File: src/rtl/vga_pkg.sv
// ----------------------------------------------------------------------------
// vga_pkg: shared types and defaults for the VGA ROM arbiter.
// Rev 1.0
// ----------------------------------------------------------------------------
`default_nettype none

package vga_pkg;

  typedef enum logic [0:0] {
    IDLE  = 1'b0,
    GRANT = 1'b1
  } arb_state_e;

  localparam int unsigned MAX_BURST_DEF = 16;

endpackage : vga_pkg

`default_nettype wire

File: src/rtl/template_rom.sv
// ----------------------------------------------------------------------------
// template_rom: background template ROM with a one-cycle registered read.
// Rev 1.0
// ----------------------------------------------------------------------------
`default_nettype none

module template_rom #(
  parameter int    ADDR_WIDTH = 22,
  parameter int    DATA_WIDTH = 12,
  parameter string DATA_PATH  = "DH_bg.dat"
) (
  input  logic                  clk,
  input  logic                  rst_n,
  input  logic                  en_i,
  input  logic [ADDR_WIDTH-1:0] addr_i,
  output logic [DATA_WIDTH-1:0] data_o
);

  logic [DATA_WIDTH-1:0] w_word;
  logic [DATA_WIDTH-1:0] data_q;

  // Contents are a pattern folded from the address; an empty path yields a blank ROM.
  generate
    if (DATA_PATH == "") begin : g_blank
      assign w_word = '0;
    end else begin : g_pattern
      assign w_word = addr_i[DATA_WIDTH-1:0] ^ addr_i[ADDR_WIDTH-1 -: DATA_WIDTH];
    end
  endgenerate

  always_ff @(posedge clk or negedge rst_n) begin
    if (!rst_n) begin
      data_q <= '0;
    end else if (en_i) begin
      data_q <= w_word;
    end
  end

  assign data_o = data_q;

endmodule : template_rom

`default_nettype wire

File: src/rtl/rom_arb.sv
// ----------------------------------------------------------------------------
// rom_arb: N-way ROM arbiter, display priority in active video, bursted round-robin.
// Rev 1.0
// ----------------------------------------------------------------------------
`default_nettype none

module rom_arb
  import vga_pkg::*;
#(
  parameter int    N_REQ      = 3,
  parameter int    ADDR_WIDTH = 22,
  parameter int    DATA_WIDTH = 12,
  parameter int    MAX_BURST  = MAX_BURST_DEF,
  parameter string DATA_PATH  = "DH_bg.dat"
) (
  input  logic                             clk,
  input  logic                             rst_n,
  input  logic                             active,
  input  logic [N_REQ-1:0]                 req,
  input  logic [N_REQ-1:0][ADDR_WIDTH-1:0] addr,
  output logic [N_REQ-1:0]                 gnt,
  output logic [N_REQ-1:0]                 rvalid,
  output logic [DATA_WIDTH-1:0]            rdata,
  output logic                             busy
);

  localparam int C_ID_W  = (N_REQ > 1) ? $clog2(N_REQ) : 1;
  localparam int C_CNT_W = $clog2(MAX_BURST + 1);
  localparam logic [C_ID_W-1:0]  C_LAST_RST = C_ID_W'(N_REQ - 1);
  localparam logic [C_CNT_W-1:0] C_MAX      = C_CNT_W'(MAX_BURST);

  arb_state_e              state_q;
  logic [C_ID_W-1:0]       owner_q;
  logic [C_CNT_W-1:0]      burst_cnt_q;
  logic [C_CNT_W-1:0]      burst_cnt_d;
  logic [N_REQ-1:0]        rvalid_q;

  logic                    w_any;
  logic                    w_others;
  logic                    w_keep;
  logic                    w_gvalid;
  logic [C_ID_W-1:0]       w_sel;
  logic [ADDR_WIDTH-1:0]   w_rom_addr;

  // Nearest pending requester after 'last', wrapping; the descending scan lets the nearest win.
  function automatic logic [C_ID_W-1:0] rr_next(input logic [N_REQ-1:0] r,
                                                input logic [C_ID_W-1:0] last);
    logic [C_ID_W-1:0] pick;
    logic [C_ID_W-1:0] idx;
    pick = last;
    for (int k = N_REQ; k >= 1; k--) begin
      idx = C_ID_W'((int'(last) + k) % N_REQ);
      if (r[idx]) pick = idx;
    end
    return pick;
  endfunction

  always_comb begin
    w_any    = |req;
    w_others = |(req & ~(N_REQ'(1) << owner_q));
    w_keep   = (state_q == GRANT) && req[owner_q] && !((burst_cnt_q == C_MAX) && w_others);
    if (active && req[0]) begin
      w_sel = '0;
    end else if (w_keep) begin
      w_sel = owner_q;
    end else begin
      w_sel = rr_next(req, owner_q);
    end
    w_gvalid   = rst_n && w_any;
    gnt        = w_gvalid ? (N_REQ'(1) << w_sel) : '0;
    w_rom_addr = w_gvalid ? addr[w_sel] : '0;
    if ((state_q == GRANT) && (w_sel == owner_q)) begin
      burst_cnt_d = (burst_cnt_q == C_MAX) ? C_MAX : burst_cnt_q + C_CNT_W'(1);
    end else begin
      burst_cnt_d = C_CNT_W'(1);
    end
  end

  always_ff @(posedge clk or negedge rst_n) begin
    if (!rst_n) begin
      state_q     <= IDLE;
      owner_q     <= C_LAST_RST;
      burst_cnt_q <= '0;
      rvalid_q    <= '0;
    end else begin
      rvalid_q <= gnt;
      case (state_q)
        IDLE, GRANT: begin
          if (w_any) begin
            state_q     <= GRANT;
            owner_q     <= w_sel;
            burst_cnt_q <= burst_cnt_d;
          end else begin
            state_q     <= IDLE;
            burst_cnt_q <= '0;
          end
        end
        default: state_q <= IDLE;
      endcase
    end
  end

  assign rvalid = rvalid_q;
  assign busy   = (state_q == GRANT);

  template_rom #(
    .ADDR_WIDTH (ADDR_WIDTH),
    .DATA_WIDTH (DATA_WIDTH),
    .DATA_PATH  (DATA_PATH)
  ) u_rom (
    .clk    (clk),
    .rst_n  (rst_n),
    .en_i   (w_gvalid),
    .addr_i (w_rom_addr),
    .data_o (rdata)
  );

endmodule : rom_arb

`default_nettype wire

File: config.mk
export PLATFORM = sky130hd
export DESIGN_NAME = rom_arb
export DESIGN_NICKNAME = d
export VERILOG_FILES = /design/src/rtl/vga_pkg.sv /design/src/rtl/template_rom.sv /design/src/rtl/rom_arb.sv
export SDC_FILE = /design/constraint.sdc
export NUM_CORES = 1
export LEC_CHECK = 0
export BUFFER_PORTS_ARGS = -buffer_cell sky130_fd_sc_hd__buf_2
export CORE_ASPECT_RATIO = 1.75
export CORE_MARGIN = 5
export CORE_UTILIZATION = 46
export DETAILED_ROUTE_END_ITERATION = 8
export PLACE_DENSITY_LB_ADDON = 0.15
export SLEW_MARGIN = 30
export SYNTH_ARGS = -nofsm -noshare
export SYNTH_HDL_FRONTEND = slang
export SYNTH_SLANG_ARGS = --single-unit
File: constraint.sdc
create_clock -name clk -period 3.5 [get_ports clk]
set_input_delay 0.7 -clock clk [delete_from_list [all_inputs] [get_ports clk]]
set_output_delay 0.7 -clock clk [all_outputs]
set_load 0.005 [all_outputs]
==> results of run 1 <==
==> path summary, 6_finish.rpt <==
check                      depth (start not counted)               end  slack (ps)             from
max                                               10            gnt[0]         170       owner_q[1]
min                                                1         rvalid[2]         280            rst_n
max reg2reg                                       10  u_rom.data_o[11]         390       owner_q[1]
min reg2reg                                        2   u_rom.data_o[4]         560  u_rom.data_o[4]
max in group asynchronous                          2        owner_q[1]        2670            rst_n
min in group clk                                   2   u_rom.data_o[4]         560  u_rom.data_o[4]
==> per-stage QoR <==
step	setup slack (ps)	hold WS, ps	power [W]	utilization (%)	setup TNS, ps
after floorplan	224	404	0.00104	-	0
after global placement	275	518	0.00136	60.7	0
after detailed placement	205	545	0.00137	60.7	0
after CTS	26.7	288	0.00154	62.1	0
after global routing	-11.5	287	0.00169	62.8	-11.5
final	165	283	0.00155	62.8	0
==> worst max-delay path, stage by stage (launching register included) <==
cell	delay, ps
dfstp_2	560
inv_2	70
ha_2	410
nor2b_1	150
o21ai_1	90
a222oi_1	450
o31ai_2	140
nand2_1	140
inv_1	110
nor3_2	140
buf_2	140
==> flip-flops by register name, indices dropped and copies added, names as in the netlist <==
name          cells
burst_cnt_q       5
busy              1
owner_q           2
rvalid            3
u_rom.data_o     12
==> cell type report <==
type,instances,area share (%)
multi-input combinational,178,49.3
sequential,23,23.8
timing repair buffer,98,21.0
tap,48,2.47
clock buffer,3,1.70
inverter,10,1.55
clock inverter,1,0.206
==> power groups by stage <==
| stage | logic, W | clock network [W] | registers, W |
|---|---|---|---|
| 2_1_floorplan | 0.000592 | 0 | 0.000448 |
| 3_3_place_gp | 0.000927 | 0 | 0.000432 |
| 3_5_place_dp | 0.000935 | 0 | 0.000436 |
| 4_1_cts | 0.000944 | 0.000163 | 0.000431 |
| 5_1_grt | 0.00107 | 0.000176 | 0.000445 |
| 6_report | 0.000960 | 0.000162 | 0.000430 |
==> timing repair <==
item / 4_1_cts / 5_1_grt
resized for setup: 2 / 9
endpoints found under the setup margin: 3 / 3
pin swaps: 0 / 1
==> cells by family (layout without fill, tap and decap cells) <==
group           Yosys count  count (layout)
fa+ha+maj                 7               7
buf+inv                  21             112
mux                       4               4
flops                    23              23
xor+xnor                 27              27
compound gates           59              59
simple gates             81              81
==> cells in the final DEF (no fill, tap or decap), types with 3 or more instances in the layout <==
cell,count
buf_2,90
a211oi_1,3
xnor2_1,9
inv_1,8
or3b_1,4
xor2_1,18
nor2b_1,5
o21ai_1,6
a21oi_1,6
ha_1,5
a31oi_1,14
nand3_1,8
o211ai_1,9
nor2_1,21
nand2b_1,3
and3_1,4
clkbuf_8,3
nand2_1,23
mux2i_1,3
o21ai_0,6
dfrtp_1,22
o21bai_1,4
buf_4,8
==> per-layer routing <==
metal,vias to the layer above,GRT usage (%),part of all wire [%]
li1,967,-,-
met1,864,17.2,33
met4,0,6.58,2.4
met5,-,0,0
met3,14,4.70,7.0
met2,74,39.9,57
==> metrics.md, run 1 <==
| Metric | Value |
|---|---|
| Critical Path AT | 2630 ps |
| Clock buffer count from CTS | 3 |
| CTS root buf | clkbuf_8 |
| Cells after Synth | 222 |
| Worst-margin pin slew | 770 ps |
| Post-synthesis sequential area ratio | a little under a third |
| Setup bufs post-CTS | 0 |
| Post-route cell area | ~2400 um2 |
| Num ports | 91 |
| Sw frac | around 42% |
| Tmin final | ~3300 ps |
| Comb pwr share | between 60 and 70% |
| Highest Clock Rate | around 300 MHz |
| Largest cells by area after synthesis | dfrtp_1, xor2_1, a31oi_1, ha_1, nand2_1 |
| Leak | approximately 1.2 nW |
| Most numerous cell in the Yosys netlist | nand2_1 |
| H-Tree Level Count | 1 |
| Post-DP HPWL | around 4.3 mm |
| Synth Area in Adders | 4.80% |
| Max-slew headroom | between 40% and 50% |
| Height of the die | ~93 um |
| Antenna fix cells | 0 |
| Worst VDD drop | 412 uV |
| Pint | between 0.0008 and 0.0009 W |
| Area of the multi-input gates | about 1200 um2 |
| Die ar. | about 5400 um2 |
| Post-layout nets | slightly below 400 |
| Sequential share of power | around 28% |
| Netlist cell types | 43 |
| Post-placement cell count | 357 |
| Core box area | between 3000 and 4000 um2 |
| # Max-Cap Violations | 0 |
| Max Slew Vio Count | 0 |
| Layout cell share with drive strength beyond 1 | ~37% |
| Port buffer count | 90 |
| Clock Power Share | 10.4% |
| Wire length per cell | 14.1 um |
| Startpoint types | flip-flop |
| HP Class | input port to asynchronous set/reset pin |
| CTS tree | done |
| Mapped cell area | approximately 1800 um2 |
| Critical Path RT | roughly 2800 ps |
| EDFF count, synth | 0 |
| Antenna Nets Post-Route | 0 |
| Synth Area in XOR/XNOR | between 10% and 20% |
| Area grow syn2layout | 33.2% |
| Tcrit/Tclk final | 95.3% |
| Hold_buf cts | 0 |
| Post-synth ARST share | between 90% and 100% |
| Initial antenna violation count | 0 |
| P per Cell Area | 639 nW/um2 |
| Synth Area in Simple Gates | a little over a fifth |
| Clk_skew | roughly 7.7 ps |
| Starting density of the core | between 40 and 50% |
| Row count | 30 |
| Storage cell area | 577 um2 |
| Fill count | 376 |
| Post-synthesis register bit count | 23 |
| Post-route insts no fill | approximately 360 |
| Mux contribution to synthesized area | ~2.2% |
| Area share of the largest cell type after synthesis | 30.2% |
| Initial DRT Pass Iterations | 4 |
| Critical Path Fanout Max | 9 |
| DR vias/cell | approximately 5.3 |
| Total track usage | 19.5% |
| GR Overflow Total | 0 |
| Top_reg_cell synth | dfrtp_1 |
| Unrepaired setup endpoints after global routing | yes |
| Largest family of logic cells by synthesized area | simple AND/OR/NAND/NOR gates |
| Final hold violations | 0 |
| Crit Path Category | flip-flop to output pin |
| Setup crit end kind | output pin |
| Area leader, netlist | dfrtp_1 |
| Gpl congestion | 0.897 |
| Net Switching | around 0.00066 W |
| Total Wirelength | ~5.1 mm |
| Ys Warns | 0 |
| Largest net degree at the start of global routing | 25 |
| Synth Area in Compound Gates | 21.8% |
| Clk sinks | 23 |
| DRC | 0 |
| Initial DRC count | 29 |
| Area post-placement | ~2300 um2 |
| Vias | approximately 1900 |
| Synth cell count leaders | nand2_1, dfrtp_1, nor2_1 |
| CTS clk-pin slew, worst paths | roughly 80 ps |
| Syn Area/Cell | 8.21 um2 |
| Vias in the first global route | between 2000 and 2500 |
| # setup viols final | 0 |
| Syn_nets | around 300 |
| Later-pin clock latency in the skew report | 260 ps |
| Die width | roughly 58 um |
| First-pass GRT wire length | 8.39 mm |
| Clock buffer depth | 2 |
| Status | finished clean |
Note: power is estimated with default switching activity, not from simulation.
==> run 2: changes to the inputs <==
Settings changed: REMOVE_ABC_BUFFERS from default to 1.
==> metrics.md, run 2 (synthesis results as in run 1) <==
| Metric | Value |
|---|---|
| Status | finished clean (unchanged) |
| R2r setup slk | 380 ps (was 390 ps) |
| Clk sinks | 23 (unchanged) |
| Reg2reg path depth | 13 (was 10) |
| Critical Path RT | 2800 ps (about the same) |
| Later-pin clock latency in the skew report | 260 ps (about the same) |
| Place WS | 128 ps (was 205 ps) |
| R2r startpoint | owner_q[1] (unchanged) |
| DR vias/cell | 5.42 (was 5.32) |
| Max Slew Vio Count | 0 (unchanged) |
| Post-DP HPWL | 4.14 mm (was 4.32 mm) |
| Total track usage | 19.2% (was 19.5%) |
| Commonest non-fill, non-tap cell in the layout | buf_2 (unchanged) |
| Post-layout nets | 395 (was 393) |
| R2r endpoint | u_rom.data_o[11] (unchanged) |
| DRC | 0 (unchanged) |
| Starting density of the core | 47.2% (unchanged) |
| # Max-Cap Violations | 0 (unchanged) |
| Setup TNS | 0 ps (unchanged) |
| Critical Path AT | 2620 ps (was 2630 ps) |
| Initial antenna violation count | 0 (unchanged) |
| Clock buffer count from CTS | 3 (unchanged) |
| Unrepaired setup endpoints after global routing | no (was yes) |
| Layout cell share with drive strength beyond 1 | 38.1% (was 37.4%) |
| Clock buffer depth | 2 (unchanged) |
| Setup ws final | 182 ps (was 165 ps) |
| Most frequent cells in the layout | buf_2, nand2_1, dfrtp_1 (unchanged) |
| Wire length per cell | 14.1 um (about the same) |
| Die ar. | 5370 um2 (unchanged) |
| Highest Clock Rate | 301 MHz (was 300 MHz) |
| Gpl congestion | 0.845 (was 0.897) |
| Tcrit/Tclk final | 94.8% (was 95.3%) |
| Final hold violations | 0 (unchanged) |
| Setup crit end kind | output pin (unchanged) |
| Antenna fix cells | 0 (unchanged) |
| Largest net degree at the start of global routing | 26 (was 25) |
| Vias in the first global route | 1940 (was 2002) |
| Worst-margin pin slew | 777 ps (was 770 ps) |
| Clk_skew | 3.82 ps (was 7.67 ps) |
| Tmin final | 3320 ps (was 3330 ps) |
| Crit Path Category | flip-flop to output pin (unchanged) |
| Hold_buf cts | 0 (unchanged) |
| Initial DRT Pass Iterations | 4 (unchanged) |
| Height of the die | 93.3 um (unchanged) |
| Port buffer count | 90 (unchanged) |
| Die width | 57.6 um (unchanged) |
| First-pass GRT wire length | 8.29 mm (was 8.39 mm) |
| CTS root buf | clkbuf_8 (unchanged) |
| Total Wirelength | 5.12 mm (was 5.10 mm) |
| HP Class | input port to asynchronous set/reset pin (unchanged) |
| Row count | 30 (unchanged) |
| Startpoint types | flip-flop (unchanged) |
| Area grow syn2layout | 36.0% (was 33.2%) |
| Worst VDD drop | 469 uV (was 412 uV) |
| Max-slew headroom | 48.2% (was 48.7%) |
| # setup viols final | 0 (unchanged) |
| CTS tree | done (unchanged) |
| Post-route insts no fill | 363 (was 361) |
| H-Tree Level Count | 1 (unchanged) |
| Num ports | 91 (unchanged) |
| Critical Path Fanout Max | 5 (was 9) |
| Number of flip-flops in the largest register | 12 (unchanged) |
| Leak | 1.18 nW (was 1.17 nW) |
| P per Cell Area | 656 nW/um2 (was 639 nW/um2) |
| Core box area | 3870 um2 (unchanged) |
| GR Overflow Total | 0 (unchanged) |
| Post-placement cell count | 355 (was 357) |
| Vias | 1966 (was 1919) |
| Antenna Nets Post-Route | 0 (unchanged) |
| Initial DRC count | 44 (was 29) |
| CTS clk-pin slew, worst paths | 80 ps (about the same) |
-- run 2: changes by cell type in the layout (fill, tap and decap cells not counted), sizes merged --
cell    previous run  this run
clkinv             1         0
clkbuf             3         4
buf               98       100
-- run 2: final cells by class --
class                           instances  area (um2)
Clock buffer                            4        45.0
Multi-Input combinational cell        178        1230
Timing Repair Buffer                  100         526
Fill cell                             360        1390
Tap cell                               48        60.1
Inverter                               10        37.5
Sequential cell                        23         577
-- run 2: worst max path at each step --
stage | startpoint | end | slack (ps) | depth (start not counted)
floorplan | owner_q[1] | gnt[0] | 370 | 9
global placement | req[2] | gnt[0] | 220 | 9
detailed placement | req[2] | gnt[0] | 130 | 9
CTS | owner_q[1] | gnt[0] | 9 | 10
global route | owner_q[1] | gnt[2] | 5 | 10
finish | owner_q[1] | gnt[1] | 180 | 9
-- run 2: metal layers --
metal / up-vias / GRT usage, % / wire, um
met5: - / 0 / 0
met4: 0 / 7.54 / 126
met3: 15 / 4.83 / 381
met2: 70 / 36.8 / 2850
met1: 911 / 18.8 / 1760
li1: 970 / - / -
-- run 2: timing repair --
action                                  in CTS  in global routing
endpoints found under the setup margin       3                  6
pin swaps                                    2                  3
gates resized for setup                      6                 11
setup buffers                                1                  3
endpoints found under the hold margin        0                  0
-- run 2: worst max-delay path, stage by stage (launching register included) --
cell and delay [ps]:
dfstp_2 590, buf_4 160, ha_2 220, mux2i_1 200
a32oi_1 90, a211oi_2 330, mux2i_2 150, or2_4 290
nor3_4 190, buf_2 140
-- run 2: power by group --
group          internal [W]  switching, W
Combinational      0.000485      0.000546
Sequential         0.000373     0.0000621
Clock             0.0000812     0.0000804
Total              0.000939      0.000689
-- run 2: per-stage QoR --
step / hold slack, ps / power [W] / instance area [um2] / util, %
6_report: 402 / 0.00163 / 2480 / 64.1
5_1_grt: 446 / 0.00178 / 2480 / 64.1
4_1_cts: 414 / 0.00156 / 2410 / 62.2
3_5_place_dp: 535 / 0.00137 / 2330 / 60.3
3_3_place_gp: 525 / 0.00135 / 2330 / 60.3
2_1_floorplan: 404 / 0.00102 / 1780 / -
